==> config.mk <==
export PLATFORM = sky130hd
export DESIGN_NAME = fir_coef_bank_ctrl
export DESIGN_NICKNAME = d
export VERILOG_FILES = /design/src/rtl/fir_coef_bank_ctrl.sv
export SDC_FILE = /design/constraint.sdc
export NUM_CORES = 1
export LEC_CHECK = 0
export CORE_ASPECT_RATIO = 1.5
export CORE_MARGIN = 3
export CORE_UTILIZATION = 55
export CTS_BUF_LIST = sky130_fd_sc_hd__clkbuf_4 sky130_fd_sc_hd__clkbuf_8 sky130_fd_sc_hd__clkbuf_16
export CTS_CLUSTER_SIZE = 12
export DETAILED_ROUTE_END_ITERATION = 8
export MAX_ROUTING_LAYER = met4
export PLACE_DENSITY = 0.87
export RECOVER_POWER = 100
export SLEW_MARGIN = 20
export SYNTH_ARGS = -nofsm -noshare
export SYNTH_HDL_FRONTEND = slang
export SYNTH_SLANG_ARGS = --single-unit
==> constraint.sdc <==
create_clock -name clk -period 4 [get_ports clk]
set_clock_uncertainty 0.05 [all_clocks]
set_input_delay 0.8 -clock clk [delete_from_list [all_inputs] [get_ports clk]]
set_output_delay 0.8 -clock clk [all_outputs]
set_load 0.03 [all_outputs]
==> src/rtl/fir_coef_bank_ctrl.sv <==
// Coefficient bank controller for a systolic FIR tap chain: shadow bank writes, swap into active bank on a sample boundary.
// Optional shadow-bank readback port enabled by defining FIR_COEF_READBACK_EN.
module fir_coef_bank_ctrl #(
  parameter int BITS   = 16,
  parameter int TAPS   = 8,
  parameter int ADDR_W = $clog2(TAPS)
) (
  input  logic                 clk,
  input  logic                 rstn,
  input  logic                 wr_valid,
  output logic                 wr_ready,
  input  logic [ADDR_W-1:0]    wr_addr,
  input  logic [BITS-1:0]      wr_data,
  input  logic                 commit,
  input  logic                 sample_strobe,
  output logic [TAPS*BITS-1:0] coef_flat,
  output logic                 busy,
  output logic                 swap_done,
`ifdef FIR_COEF_READBACK_EN
  input  logic [ADDR_W-1:0]    rd_addr,
  output logic [BITS-1:0]      rd_data,
`endif
  output logic                 addr_err
);

  typedef enum logic [1:0] {
    IDLE,
    PEND,
    SWAP
  } state_t;

  state_t state_q;
  state_t state_d;

  logic [BITS-1:0] shadow [TAPS];
  logic            wr_fire;
  logic            wr_in_range;
  logic            commit_take;

  assign wr_fire     = wr_valid & wr_ready;
  assign wr_in_range = 32'(wr_addr) < TAPS;
  assign commit_take = commit & (state_q == IDLE);

  always_ff @(posedge clk or negedge rstn) begin
    if (!rstn) state_q <= IDLE;
    else       state_q <= state_d;
  end

  // A strobe is only looked at from PEND, so one coinciding with the commit never counts.
  always_comb begin
    state_d  = state_q;
    wr_ready = 1'b0;
    busy     = 1'b1;
    case (state_q)
      IDLE: begin
        wr_ready = 1'b1;
        busy     = 1'b0;
        if (commit) state_d = PEND;
      end
      PEND: begin
        if (sample_strobe) state_d = SWAP;
      end
      SWAP: begin
        state_d = IDLE;
      end
      default: begin
        state_d = IDLE;
      end
    endcase
  end

  always_ff @(posedge clk or negedge rstn) begin
    if (!rstn) begin
      for (int i = 0; i < TAPS; i++) shadow[i] <= '0;
    end else begin
      for (int i = 0; i < TAPS; i++) begin
        if (wr_fire && (32'(wr_addr) == i)) shadow[i] <= wr_data;
      end
    end
  end

  // Writes are stalled outside IDLE, so the shadow bank is stable while it is copied.
  always_ff @(posedge clk or negedge rstn) begin
    if (!rstn) begin
      coef_flat <= '0;
      swap_done <= 1'b0;
    end else begin
      swap_done <= (state_q == SWAP);
      if (state_q == SWAP) begin
        for (int i = 0; i < TAPS; i++) coef_flat[i*BITS +: BITS] <= shadow[i];
      end
    end
  end

  // Setting wins over the commit clear when both happen in one cycle.
  always_ff @(posedge clk or negedge rstn) begin
    if (!rstn)                        addr_err <= 1'b0;
    else if (wr_fire && !wr_in_range) addr_err <= 1'b1;
    else if (commit_take)             addr_err <= 1'b0;
  end

`ifdef FIR_COEF_READBACK_EN
  logic [BITS-1:0] rd_next;

  always_comb begin
    rd_next = '0;
    for (int i = 0; i < TAPS; i++) begin
      if (32'(rd_addr) == i) rd_next = shadow[i];
    end
  end

  always_ff @(posedge clk or negedge rstn) begin
    if (!rstn) rd_data <= '0;
    else       rd_data <= rd_next;
  end
`endif

endmodule

==> flow_metrics.py <==
metrics = {
    "die": {
        "die_y_um": 169,
        "placement_rows": 58,
        "die_area_um2": 19300,
        "fp.dieW_um": 114,
        "core-area_um2": 17100,
        "start_util_pct": 56.9,
        "num_io_pins": 156,
    },
    "run_status": {
        "status": "finished, violations left",
        "violations": "max-capacitance violations, max-slew violations",
    },
    "synth": {
        "synth_top_flop_cell": "dfrtp_1",
        "syn_area_um2": 9700,
        "synth.area.mux_share_pct": 15.0,
        "synth_top_family_by_area": "simple AND/OR/NAND/NOR gates",
        "yosysTopAreaCell": "dfrtp_1",
        "synth_compound_area_share_pct": 0,
        "netlist_top_cells_count": "nand2_1, dfrtp_1, mux2_2, clkbuf_1, buf_4",
        "yosysWarnings": 0,
        "postSynthCellCount": 833,
        "synth.distinct_cells": 20,
        "synthArstFlopShare_pct": 100,
        "synthTopCellsByArea": "dfrtp_1, nand2_1, mux2_2",
        "synth_most_common_cell": "nand2_1",
        "yosys.area_share.simple_pct": 16.2,
        "synth_adder_area_share_pct": 0,
        "ys_ff_latch": 259,
        "post-synth-top-area-fraction_pct": 66.8,
        "syn_nets": 857,
        "synth_xor_area_share_pct": 0,
        "syn_avg_cell_area_um2": 11.6,
        "ys_seq_area_share_pct": 66.8,
        "synth_edf_count": 0,
    },
    "route": {
        "drtIter0Drc": 508,
        "vias_per_cell": 5.38,
        "routed_wl_um": 22000,
        "ant_nets": 0,
        "drcViolationCount": 0,
        "detail_route.wl_per_cell_um": 18.4,
        "vias": 6429,
        "drt_first_pass_iters": 4,
    },
    "cells_and_area": {
        "fin_area_um2": 12000,
        "final_layout_size_suffix_gt1_share_pct": 17.1,
        "n_antenna_cell": 0,
        "seqCellArea_um2": 6480,
        "multi_input_area_um2": 3020,
        "layout.nets": 1009,
        "area_growth_pct": 24.0,
        "fill_cells": 1186,
    },
    "power_and_ir_drop": {
        "switchingPower_mw": 3.79,
        "p_leak_nw": 6.09,
        "p_per_area_nw_per_um2": 838,
        "seqPwrFrac_pct": 43.1,
        "switching_share_pct": 37.6,
        "pwr-share-comb_pct": 37.2,
        "cellInternalPower_mw": 6.29,
        "ir_worst_vdd_mv": 0.622,
        "pwr-share-clk_pct": 19.7,
    },
    "worst_setup_path": {
        "worstPathCellList": "dlygate4sd3_1 > or3b_1 > nor2_1 > mux2_2",
        "cpMaxStageDelayCell": "nor2_1",
        "crit_family": "simple AND/OR/NAND/NOR gates",
        "cp_max_fo": 16,
        "cpPeakStageDelay_ns": 1.11,
        "critPathKind": "in2reg",
        "arrival_ns": 3.39,
        "path_buf_inv": 1,
        "cp-end-kind": "flop",
        "start_kind": "primary input",
        "crit_required_ns": 4.33,
    },
    "clock_tree": {
        "cts_setup_buffers": 0,
        "clockBufferDepth": 3,
        "cts-buffers-inserted": 25,
        "ctsHoldBuffers": 0,
        "clk_latency_ns": 0.50,
        "clock-sinks": 259,
        "cts_tree": "done",
        "post_cts_resized": 0,
        "htreeDepth": 1,
        "clk_pin_slew_ns": 0.06,
        "root_buffer": "clkbuf_16",
    },
    "global_route": {
        "grt_util_all_layers_pct": 24.3,
        "grt_pass1_wl_um": 35900,
        "grt_pass1_vias": 6817,
        "grt_antenna_before_repair": 0,
        "grt_overflow": 0,
        "grt_max_degree": 88,
    },
    "timing": {
        "fin_setup_tns_ns": 0,
        "max_freq_mhz": 327,
        "drv_slew": 84,
        "slew_headroom_pct": -41.2,
        "hold_ws_ns": 0.411,
        "finalHoldViolCount": 0,
        "finalCritPeriodShare_pct": 76.4,
        "worst_pin_slew_ns": 2.12,
        "worst_slack_ns": 0.942,
        "setup_viol": 0,
        "rsz0062_at_grt": "no",
        "period_needed_ns": 3.06,
    },
    "place": {
        "hpwl_um": 14400,
        "gp_congestion": 0.830,
        "io_buffers": 154,
        "dpl_worst_slack_ns": 0.924,
        "dpl_cell_area_um2": 11400,
    },
    "worst_hold_path": {
        "hold_class": "reg2reg",
    },
    "flow_run": {
        "drv_cap": 1,
    },
}
-- layer usage --
layer	vias to the layer above	track usage [%]	wire length [um]
li1	2940	-	-
met1	3266	29.3	8490
met2	190	43.0	12100
met3	33	2.72	896
met4	0	6.67	480
met5	-	-	0
-- area by class of cell --
| type | instances | area share, % |
|---|---|---|
| Sequential cell | 259 | 53.9 |
| Multi-Input combinational cell | 533 | 25.1 |
| Timing Repair Buffer | 163 | 13.4 |
| Clock buffer | 26 | 5.31 |
| Tap cell | 210 | 2.18 |
| Inverter | 3 | 0.0936 |
| Clock inverter | 1 | 0.0416 |
-- sequential cells by signal (all words and copies together), names as in the netlist --
name       cells
swap_done      1
shadow       128
coef_flat    128
state_q        2
-- power by group through the flow --
stage / registers, mW / logic, mW / clock network, mW
floorplan: 5.58 / 0.970 / 0
global placement: 4.34 / 3.91 / 0
CTS: 4.38 / 4.05 / 2.03
global route: 4.47 / 4.02 / 2.15
finish: 4.35 / 3.75 / 1.99
detailed placement: 4.39 / 4.02 / 0
-- path summary, 6_finish.rpt --
kind | from | end | slack [ns] | depth (start not counted)
worst max-delay path | wr_addr[0] | shadow[6] | 0.94 | 4
worst min-delay path | shadow[40] | coef_flat[88] | 0.41 | 2
worst max register to register | state_q[1] | coef_flat[50] | 1.10 | 5
worst min register to register | shadow[40] | coef_flat[88] | 0.41 | 2
max in group asynchronous | rstn | coef_flat[124] | 1.27 | 2
min in group asynchronous | rstn | coef_flat[3] | 0.83 | 1
-- metrics by stage --
step	util [%]	std cells	total power [mW]
CTS	70.8	1195	10.5
finish	70.6	1195	10.1
detailed placement	67.0	1168	8.41
global placement	67.0	1168	8.25
floorplan	-	833	6.55
global route	70.6	1195	10.6
-- logic make-up (layout without fill, tap and decap cells) --
family / after synthesis / in the layout
flops: 259 / 259
other cells: 1 / 1
buf+inv: 41 / 193
simple gates: 403 / 403
mux: 129 / 129
-- layout by cell type, fill, tap and decap left out --
cell / instances
buf_12: 2
buf_4: 3
clkbuf_1: 3
clkbuf_16: 25
clkbuf_2: 2
clkbuf_8: 1
clkdlybuf4s50_1: 19
clkinv_2: 1
conb_1: 1
dfrtp_1: 259
dlygate4sd3_1: 134
inv_1: 2
inv_2: 1
mux2_2: 128
mux2i_1: 1
nand2_1: 386
nand3_1: 2
nand3b_1: 2
nor2_1: 5
nor2_2: 2
nor3_2: 1
nor3_4: 1
nor3b_1: 1
or2b_4: 1
or3_1: 1
or3b_1: 1
-- worst register-to-register path, stage by stage (launching register included) --
cell and delay (ns):
dfrtp_1 0.41, or2b_4 0.51, inv_2 1.17, buf_4 0.50, nand2_1 0.12, nand2_1 0.07
(Power assumes the default switching activity.)
